$ cat config.mk
export PLATFORM = sky130hd
export DESIGN_NAME = apb_irq_aggregator
export DESIGN_NICKNAME = d
export VERILOG_FILES = /design/src/rtl/irq_pkg.sv /design/src/rtl/irq_sync_edge.sv /design/src/rtl/apb_irq_aggregator.sv
export SDC_FILE = /design/constraint.sdc
export NUM_CORES = 1
export LEC_CHECK = 0
export ABC_CLOCK_PERIOD_IN_PS = 1150
export CAP_MARGIN = 15
export CORE_MARGIN = 2
export CORE_UTILIZATION = 30
export CTS_BUF_LIST = sky130_fd_sc_hd__clkbuf_4 sky130_fd_sc_hd__clkbuf_8
export DETAILED_ROUTE_END_ITERATION = 8
export PLACE_DENSITY_LB_ADDON = 0.12
export REMOVE_ABC_BUFFERS = 1
export SYNTH_ARGS = -nofsm -noshare
export SYNTH_HDL_FRONTEND = slang
export SYNTH_SLANG_ARGS = --single-unit
$ cat constraint.sdc
create_clock -name PCLK -period 1.15 [get_ports PCLK]
set_input_delay 0.115 -clock PCLK [delete_from_list [all_inputs] [get_ports PCLK]]
set_output_delay 0.115 -clock PCLK [all_outputs]
set_load 0.005 [all_outputs]
$ cat src/rtl/irq_pkg.sv
// rtl/irq_pkg.sv - register offsets and CLAIM field layout for the IRQ aggregator
package irq_pkg;

    localparam int NSRC_MAX = 16;

    localparam logic [2:0] ADDR_RAW     = 3'd0;
    localparam logic [2:0] ADDR_ENABLE  = 3'd1;
    localparam logic [2:0] ADDR_PENDING = 3'd2;
    localparam logic [2:0] ADDR_MODE    = 3'd3;
    localparam logic [2:0] ADDR_CLAIM   = 3'd4;
    localparam logic [2:0] ADDR_SOFT    = 3'd5;

    localparam int CLAIM_IDX_LSB   = 0;
    localparam int CLAIM_IDX_MSB   = 4;
    localparam int CLAIM_VALID_BIT = 31;

endpackage

$ cat src/rtl/irq_sync_edge.sv
// rtl/irq_sync_edge.sv - two-flop synchroniser plus delay flop for rising-edge detect
module irq_sync_edge (
    input  logic i_clk,
    input  logic i_rst,
    input  logic i_src,
    output logic o_level,
    output logic o_rise
);

    logic r_s1;
    logic r_s2;
    logic r_s3;

    // s3 clears with reset so the first post-reset cycle cannot fake a rise
    always_ff @(posedge i_clk) begin
        if (i_rst) begin
            r_s1 <= 1'b0;
            r_s2 <= 1'b0;
            r_s3 <= 1'b0;
        end else begin
            r_s1 <= i_src;
            r_s2 <= r_s1;
            r_s3 <= r_s2;
        end
    end

    assign o_level = r_s2;
    assign o_rise  = r_s2 & ~r_s3;

endmodule

$ cat src/rtl/apb_irq_aggregator.sv
// rtl/apb_irq_aggregator.sv - APB3 interrupt aggregator with enable/pending/mode/claim/soft registers
module apb_irq_aggregator
    import irq_pkg::*;
#(
    parameter int NSRC        = 8,
    parameter bit IRQ_ACTIVEH = 1'b1
) (
    input  logic            PCLK,
    input  logic            PRESET,
    input  logic            PSEL,
    input  logic            PENABLE,
    input  logic            PWRITE,
    input  logic [4:2]      PADDR,
    input  logic [31:0]     PWDATA,
    output logic [31:0]     PRDATA,
    input  logic [NSRC-1:0] SRC,
    output logic            IRQ
);

    logic [NSRC-1:0] r_enable;
    logic [NSRC-1:0] r_mode;
    logic [NSRC-1:0] r_pending;
    logic            r_irq;

    logic [NSRC-1:0] w_level;
    logic [NSRC-1:0] w_rise;
    logic [NSRC-1:0] w_soft;
    logic [NSRC-1:0] w_clr;
    logic [NSRC-1:0] w_set;
    logic [NSRC-1:0] w_active;
    logic [31:0]     w_claim;
    logic [31:0]     w_rdata;
    logic            w_wr;
    logic            w_unused;

    for (genvar g = 0; g < NSRC; g++) begin : g_src
        irq_sync_edge u_sync (
            .i_clk   (PCLK),
            .i_rst   (PRESET),
            .i_src   (SRC[g]),
            .o_level (w_level[g]),
            .o_rise  (w_rise[g])
        );
    end

    assign w_wr     = PSEL & PENABLE & PWRITE;
    assign w_soft   = (w_wr && PADDR == ADDR_SOFT)    ? PWDATA[NSRC-1:0] : '0;
    assign w_clr    = (w_wr && PADDR == ADDR_PENDING) ? PWDATA[NSRC-1:0] : '0;
    assign w_set    = (r_mode & w_rise) | (~r_mode & w_level) | w_soft;
    assign w_active = r_pending & r_enable;
    assign w_unused = ^PWDATA[31:NSRC];

    // set beats clear, so a still-high level source re-pends on the same edge
    always_ff @(posedge PCLK) begin
        if (PRESET) begin
            r_enable  <= '0;
            r_mode    <= '0;
            r_pending <= '0;
            r_irq     <= ~IRQ_ACTIVEH;
        end else begin
            if (w_wr && PADDR == ADDR_ENABLE) r_enable <= PWDATA[NSRC-1:0];
            if (w_wr && PADDR == ADDR_MODE)   r_mode   <= PWDATA[NSRC-1:0];
            r_pending <= w_set | (r_pending & ~w_clr);
            r_irq     <= IRQ_ACTIVEH ? (|w_active) : ~(|w_active);
        end
    end

    assign IRQ = r_irq;

    always_comb begin
        w_claim = '0;
        for (int i = NSRC - 1; i >= 0; i--) begin
            if (w_active[i]) begin
                w_claim[CLAIM_VALID_BIT]             = 1'b1;
                w_claim[CLAIM_IDX_MSB:CLAIM_IDX_LSB] = 5'(i);
            end
        end
    end

    always_comb begin
        w_rdata = '0;
        if (PSEL && !PWRITE) begin
            case (PADDR)
                ADDR_RAW:     w_rdata = 32'(w_level);
                ADDR_ENABLE:  w_rdata = 32'(r_enable);
                ADDR_PENDING: w_rdata = 32'(r_pending);
                ADDR_MODE:    w_rdata = 32'(r_mode);
                ADDR_CLAIM:   w_rdata = w_claim;
                default:      w_rdata = '0;
            endcase
        end
    end

    assign PRDATA = w_rdata;

endmodule

# Yosys cells after proc, flatten, opt, wreduce, memory -nomap -nowiden
# Cells that the tools add are included.
[classes] bitwise_logic=27 reduce_logical=8 n_eq_ne=5 n_mux=20
[ops] op="case mux 32 bit (5 select lines)" n=1
[ops] op="2-to-1 mux 5 bit" n=7
[ops] op="bitwise AND 8 bit" n=4
[ops] op="2-to-1 mux 32 bit" n=1
[ops] op="OR 8 bit" n=3
[ops] op="2-to-1 mux 8 bit" n=2
[ops] op="NOT 8 bit" n=2
[ops] op="bitwise AND 1 bit" n=10
[ops] op="2-to-1 mux 1 bit" n=8
[ops] op="NOT 1 bit" n=8
[ops] op="OR reduction 8 bit" n=1
[ops] op="equality test 3 x 2 -> 1 bit, second input constant" n=2
[ops] op="equality test 3 bit, second input constant" n=2
[ops] op="logical AND 1 bit" n=5
[ops] op="equality test 3 x 1 -> 1 bit, second input constant" n=1
[ops] op="zero test 3 bit" n=1
[ops] op="2-to-1 mux 3 bit" n=1
[ops] op="zero test 1 bit" n=1
[word_totals] reg_bits=49 output_inout_bits=33 in_bits=48

# Logic depth before layout (Yosys ltp)
# Gate-level depths: netlist of run 1.
[logic_depth] depth_word=11 mapped_depth=6 ltp_nobuf=4

# Modules after synthesis
# Synthesis of run 1 repeated with hierarchy kept, for this count alone.
[hier_totals] cells_unflattened=242 area_unflattened_um2=2444.8
[modules_own_cells] module="apb_irq_aggregator" cells_per_inst=186 instances=1 area_each_um2=1744.2 seq_area_each_um2=500.5
[modules_own_cells] module="irq_sync_edge" cells_per_inst=7 instances=8 area_each_um2=87.6 seq_area_each_um2=60.1

# Worst setup path after synthesis of run 1
# Ideal clock, no wire load.
[synth_timing] path_type="input to output" from="input port PADDR[3] in the netlist's numbering" to="output port PRDATA[6]" t_arrival_ns=1.031 n_path_buf=2 required_ns=1.035 path_stages=4 path_slack_ns=0.004 cell_sequence="buf_4 -> buf_6 -> mux4_2 -> nor3b_1"
[synth_between] elab_chain_len=3 elab_cells_between_ends=7
[synth_rtl] element="from (decl)" line_no="apb_irq_aggregator.sv:13" rtl="input logic [4:2] PADDR,"
[synth_rtl] element="equality test 3 bit (tied with other cells)" line_no="apb_irq_aggregator.sv:83" rtl="case (PADDR)"
[synth_rtl] element="case mux 32 bit (5 select lines) (*)" line_no="apb_irq_aggregator.sv:83"
[synth_rtl] element="2-to-1 mux 32 bit (*)" line_no="apb_irq_aggregator.sv:82" rtl="if (PSEL && !PWRITE) begin"
[synth_rtl] element="to (decl)" line_no="apb_irq_aggregator.sv:15" rtl="output logic [31:0] PRDATA,"
# Every way passes the cells marked *; elsewhere a longest branch is shown, timed or not.

# Worst setup path after layout of run 1
[layout_timing] from="register r_enable[2]" to="output port PRDATA[2]"
[layout_between] elab_chain_len=6
[layout_rtl] element="from (decl)" line_no="apb_irq_aggregator.sv:20" rtl="logic [NSRC-1:0] r_enable;"
[layout_rtl] element="from (signal assigned)" line_no="apb_irq_aggregator.sv:61" rtl="if (w_wr && PADDR == ADDR_ENABLE) r_enable <= PWDATA[NSRC-1:0];"
[layout_rtl] element="bitwise AND 8 bit" line_no="apb_irq_aggregator.sv:50" rtl="assign w_active = r_pending & r_enable;"
[layout_rtl] element="2-to-1 mux 5 bit (3 in a row)" line_no="apb_irq_aggregator.sv:73" rtl="if (w_active[i]) begin"
[layout_rtl] element="case mux 32 bit (5 select lines) (*)" line_no="apb_irq_aggregator.sv:83"
[layout_rtl] element="2-to-1 mux 32 bit (*)" line_no="apb_irq_aggregator.sv:82"
# Marks and branches as above.

==> Implementation_results.wiki, run 1 <==
{| class="wikitable"
! Metric !! Value
|-
| Outcome || finished, violations left
|-
| Failing checks || setup timing
|-
| Cell with the largest stage delay on the worst path || sky130_fd_sc_hd__mux4_2
|-
| Area of the core region || 7330 um2
|-
| Largest area contributor in the synthesized netlist || sky130_fd_sc_hd__dfxtp_1
|-
| Sequential-to-total area share from yosys stat || 42.9%
|-
| Switching power as a share of total power || 22.9%
|-
| Clock Tree Buf Depth || 2
|-
| Width of the chip || 91.3 um
|-
| Register bit total from synthesis || 49
|-
| Average size of a mapped cell || 9.94 um2
|-
| Clock Latency Late Sink || 0.30 ns
|-
| Initial DRT Pass Iterations || 4
|-
| Number of DRC violations after detailed-routing iteration 0 || 110
|-
| Estimated wirelength of the detail-placed design || 4020 um
|-
| Most numerous cell in the Yosys netlist || sky130_fd_sc_hd__dfxtp_1
|-
| Total gr overflow || 0
|-
| Net switching power || 0.784 mW
|-
| Final critical path time including I/O delays and setup || 1.63 ns
|-
| Overall power of the completed layout || 3.43 mW
|-
| Worst EP required || 1.03 ns
|-
| Area growth from synthesis to layout || 44.4%
|-
| Portion of synthesized cell area occupied by the leading cell type || 42.9%
|-
| Fraction of registers with async set or reset after synthesis || 0%
|-
| Initial Utilization || 31.2%
|-
| Clock share of power || 34.6%
|-
| Vias per Instance || 4.52
|-
| Number of antenna violations at the first check in global routing || 0
|-
| Count of filler cells inserted in the layout || 734
|-
| Summed instance area of the synthesized netlist || 2290 um2
|-
| Critical path start-end classification || register to output pin
|-
| Number of max-capacitance violations reported || 0
|-
| Top cell types by occurrence after synthesis || sky130_fd_sc_hd__dfxtp_1 (49), sky130_fd_sc_hd__nor2_1 (28), sky130_fd_sc_hd__buf_4 (26)
|-
| Endpoints failing setup || 9
|-
| Combinational power share || 13.4%
|-
| DRC || 0
|-
| Maximum fanout along the worst path || 3
|-
| Worst min-delay path class || input port to register
|-
| Number of global-route vias before repair || 1839
|-
| Total I/O pin count || 81
|-
| Clock sinks || 49
|-
| Cell at the root of the clock tree || sky130_fd_sc_hd__clkbuf_8
|-
| Clock tree skew after final layout || 0.00517 ns
|-
| Util after Layout || 45.0%
|-
| Unrepaired setup endpoints after global routing || true
|-
| Number of vias after detailed routing || 1883
|-
| Cell internal power dissipation || 2.65 mW
|-
| IR drop worst, VDD || 0.000533 V
|-
| Height of the die || 91.3 um
|-
| GPL Wtd Cong || 0.797
|-
| Ant diodes || 0
|-
| Number of warnings issued by yosys || 0
|-
| Cell variety after synth || 34
|-
| FF-to-FF setup slack || 0.06 ns
|-
| Total leakage power || 1.42 nW
|-
| Sequential power share || 52.0%
|-
| H-tree levels || 2
|-
| Total track usage || 14.3%
|-
| Largest stage delay, worst path || 0.46 ns
|-
| Final clock period utilization by the worst path || 142%
|-
| Dominant synthesized flop cell || sky130_fd_sc_hd__dfxtp_1
|-
| Net count, final || 366
|-
| Die footprint || 8340 um2
|-
| Syn Inst Count || 230
|-
| Critical path endpoint category || output pin
|-
| Count of hold-fix buffers inserted at cts || 0
|-
| IO buf count || 33
|-
| Number of synthesized flops with an enable pin || 0
|-
| Wire length per cell after detailed routing || 14.2 um
|-
| Critical path, cell by cell || buf_6 -> mux4_2 -> nand2b_1 -> a21oi_2 -> buf_2
|-
| Number of buffers inserted during clock tree synthesis || 5
|-
| Standard-cell rows || 31
|-
| Number of slew-limit violations in the final report || 0
|-
| Power per Cell Area || 1040 nW/um2
|-
| Max Freq || 612 MHz
|-
| Largest net degree at the start of global routing || 50
|-
| CTS clock-pin slew for the worst setup and hold paths || 0.09 ns
|-
| CP Launch Type || register
|-
| Final worst setup slack || -0.485 ns
|-
| Final hold violations || 0
|-
| CTS tree || built
|-
| Detail Route Antenna Nets || 0
|-
| Biggest area contributors in the synthesized netlist || sky130_fd_sc_hd__dfxtp_1 (43%), sky130_fd_sc_hd__mux2i_1 (9.6%), sky130_fd_sc_hd__buf_4 (8.5%), sky130_fd_sc_hd__nor2b_1 (6.8%), sky130_fd_sc_hd__mux4_2 (4.9%)
|-
| WL final || 5910 um
|-
| Wire length of the first global-routing pass || 9510 um
|-
| Arrival time reported for the critical path endpoint || 1.52 ns
|-
| Share of layout cells above drive strength 1 || 39.3%
|}
## layer usage
metal | track usage, % | vias to the layer above | wire length, um
li1 | - | 944 | -
met1 | 20.5 | 875 | 2870
met2 | 21.4 | 56 | 2610
met3 | 2.90 | 8 | 321
met4 | 5.18 | 0 | 103
met5 | 0 | - | 0
## what timing repair did
action,in CTS,in global routing
gates resized for setup,102,13
endpoints found under the setup margin,34,30
gates cloned,1,0
pin swaps,12,11
buffers inserted,9,4
## cell families after synthesis
family	count (synthesis)	share of synthesized area (%)
multiplexers	27	14.6
AND/OR/NAND/NOR	92	22.0
buffers and inverters	37	11.7
other	1	0.164
AO/OA/AOI/OAI	24	8.64
flip-flops	49	42.9
## path summary, 6_finish.rpt
kind | start | endpoint | cells past startpoint
setup / recovery | r_enable[2]$_SDFFE_PP0P_ | PRDATA[2] | 5
setup reg to reg | r_pending[3]$_SDFF_PP0_ | IRQ$_SDFF_PP0_ | 4
hold / removal | PRESET | IRQ$_SDFF_PP0_ | 3
hold reg to reg | g_src[7].u_sync.r_s1$_SDFF_PP0_ | g_src[7].u_sync.o_level$_SDFF_PP0_ | 1
## state kept, by name, summed over array words and instances (netlist names)
register	flops
g_src.u_sync.r_s1	8
r_mode	8
r_pending	8
g_src.u_sync.o_level	8
g_src.u_sync.r_s3	8
r_enable	8
IRQ	1
## through the flow
| stage | instance area [um2] | hold WS, ns | instances | worst slack [ns] | setup TNS [ns] |
|---|---|---|---|---|---|
| after floorplan | 2100 | 0.184 | 215 | -0.254 | -2.90 |
| after global placement | 2950 | 0.417 | 397 | -1.01 | -26.13 |
| after detailed placement | 2950 | 0.420 | 397 | -1.01 | -25.88 |
| after CTS | 3240 | 0.247 | 413 | -0.486 | -3.07 |
| after global routing | 3300 | 0.256 | 417 | -0.545 | -3.65 |
| final | 3300 | 0.240 | 417 | -0.485 | -2.93 |
## power by group through the flow
stage	Sequential [mW]	Clock (mW)	Combinational (mW)
floorplan	1.81	0	0.130
global placement	1.82	0	0.387
detailed placement	1.82	0	0.389
CTS	1.78	1.25	0.441
global route	1.79	1.32	0.497
finish	1.78	1.19	0.460
## layout make-up
| class | instances | area (um2) | share of cell area [%] |
|---|---|---|---|
| Multi-Input combinational cell | 166 | 1220 | 37.0 |
| Clock buffer | 5 | 68.8 | 2.08 |
| Timing Repair Buffer | 96 | 847 | 25.7 |
| Clock inverter | 2 | 35.0 | 1.06 |
| Sequential cell | 49 | 1000 | 30.4 |
| Tap cell | 99 | 124 | 3.75 |
## placed cells by master, fill, tap and decap left out, types with 10 or more instances in the layout
master,count
sky130_fd_sc_hd__clkdlybuf4s50_1,16
sky130_fd_sc_hd__mux2i_1,22
sky130_fd_sc_hd__buf_4,46
sky130_fd_sc_hd__nor2b_1,24
sky130_fd_sc_hd__buf_2,10
sky130_fd_sc_hd__nor2_1,27
sky130_fd_sc_hd__buf_6,16
sky130_fd_sc_hd__nand2_1,14
sky130_fd_sc_hd__dfxtp_1,32
sky130_fd_sc_hd__conb_1,23
sky130_fd_sc_hd__dfxtp_2,16
## worst max-delay path: cells and delay by family (launching register included)
| kind | cells | cell delay (ns) |
|---|---|---|
| compound gates | 1 | 0.06 |
| buf+inv | 2 | 0.24 |
| flops | 1 | 0.34 |
| mux | 1 | 0.46 |
| simple gates | 1 | 0.12 |
(Power assumes the default switching activity.)
==> inputs of run 2 (changes only) <==
--- a/config.mk
+++ b/config.mk
@@ -13,6 +13,7 @@
 export DETAILED_ROUTE_END_ITERATION = 8
 export PLACE_DENSITY_LB_ADDON = 0.12
 export REMOVE_ABC_BUFFERS = 1
+export SLEW_MARGIN = 40
 export SYNTH_ARGS = -nofsm -noshare
 export SYNTH_HDL_FRONTEND = slang
 export SYNTH_SLANG_ARGS = --single-unit
==> results of run 2 <==
Final layout, timing and power as in run 1 (identical DEF).
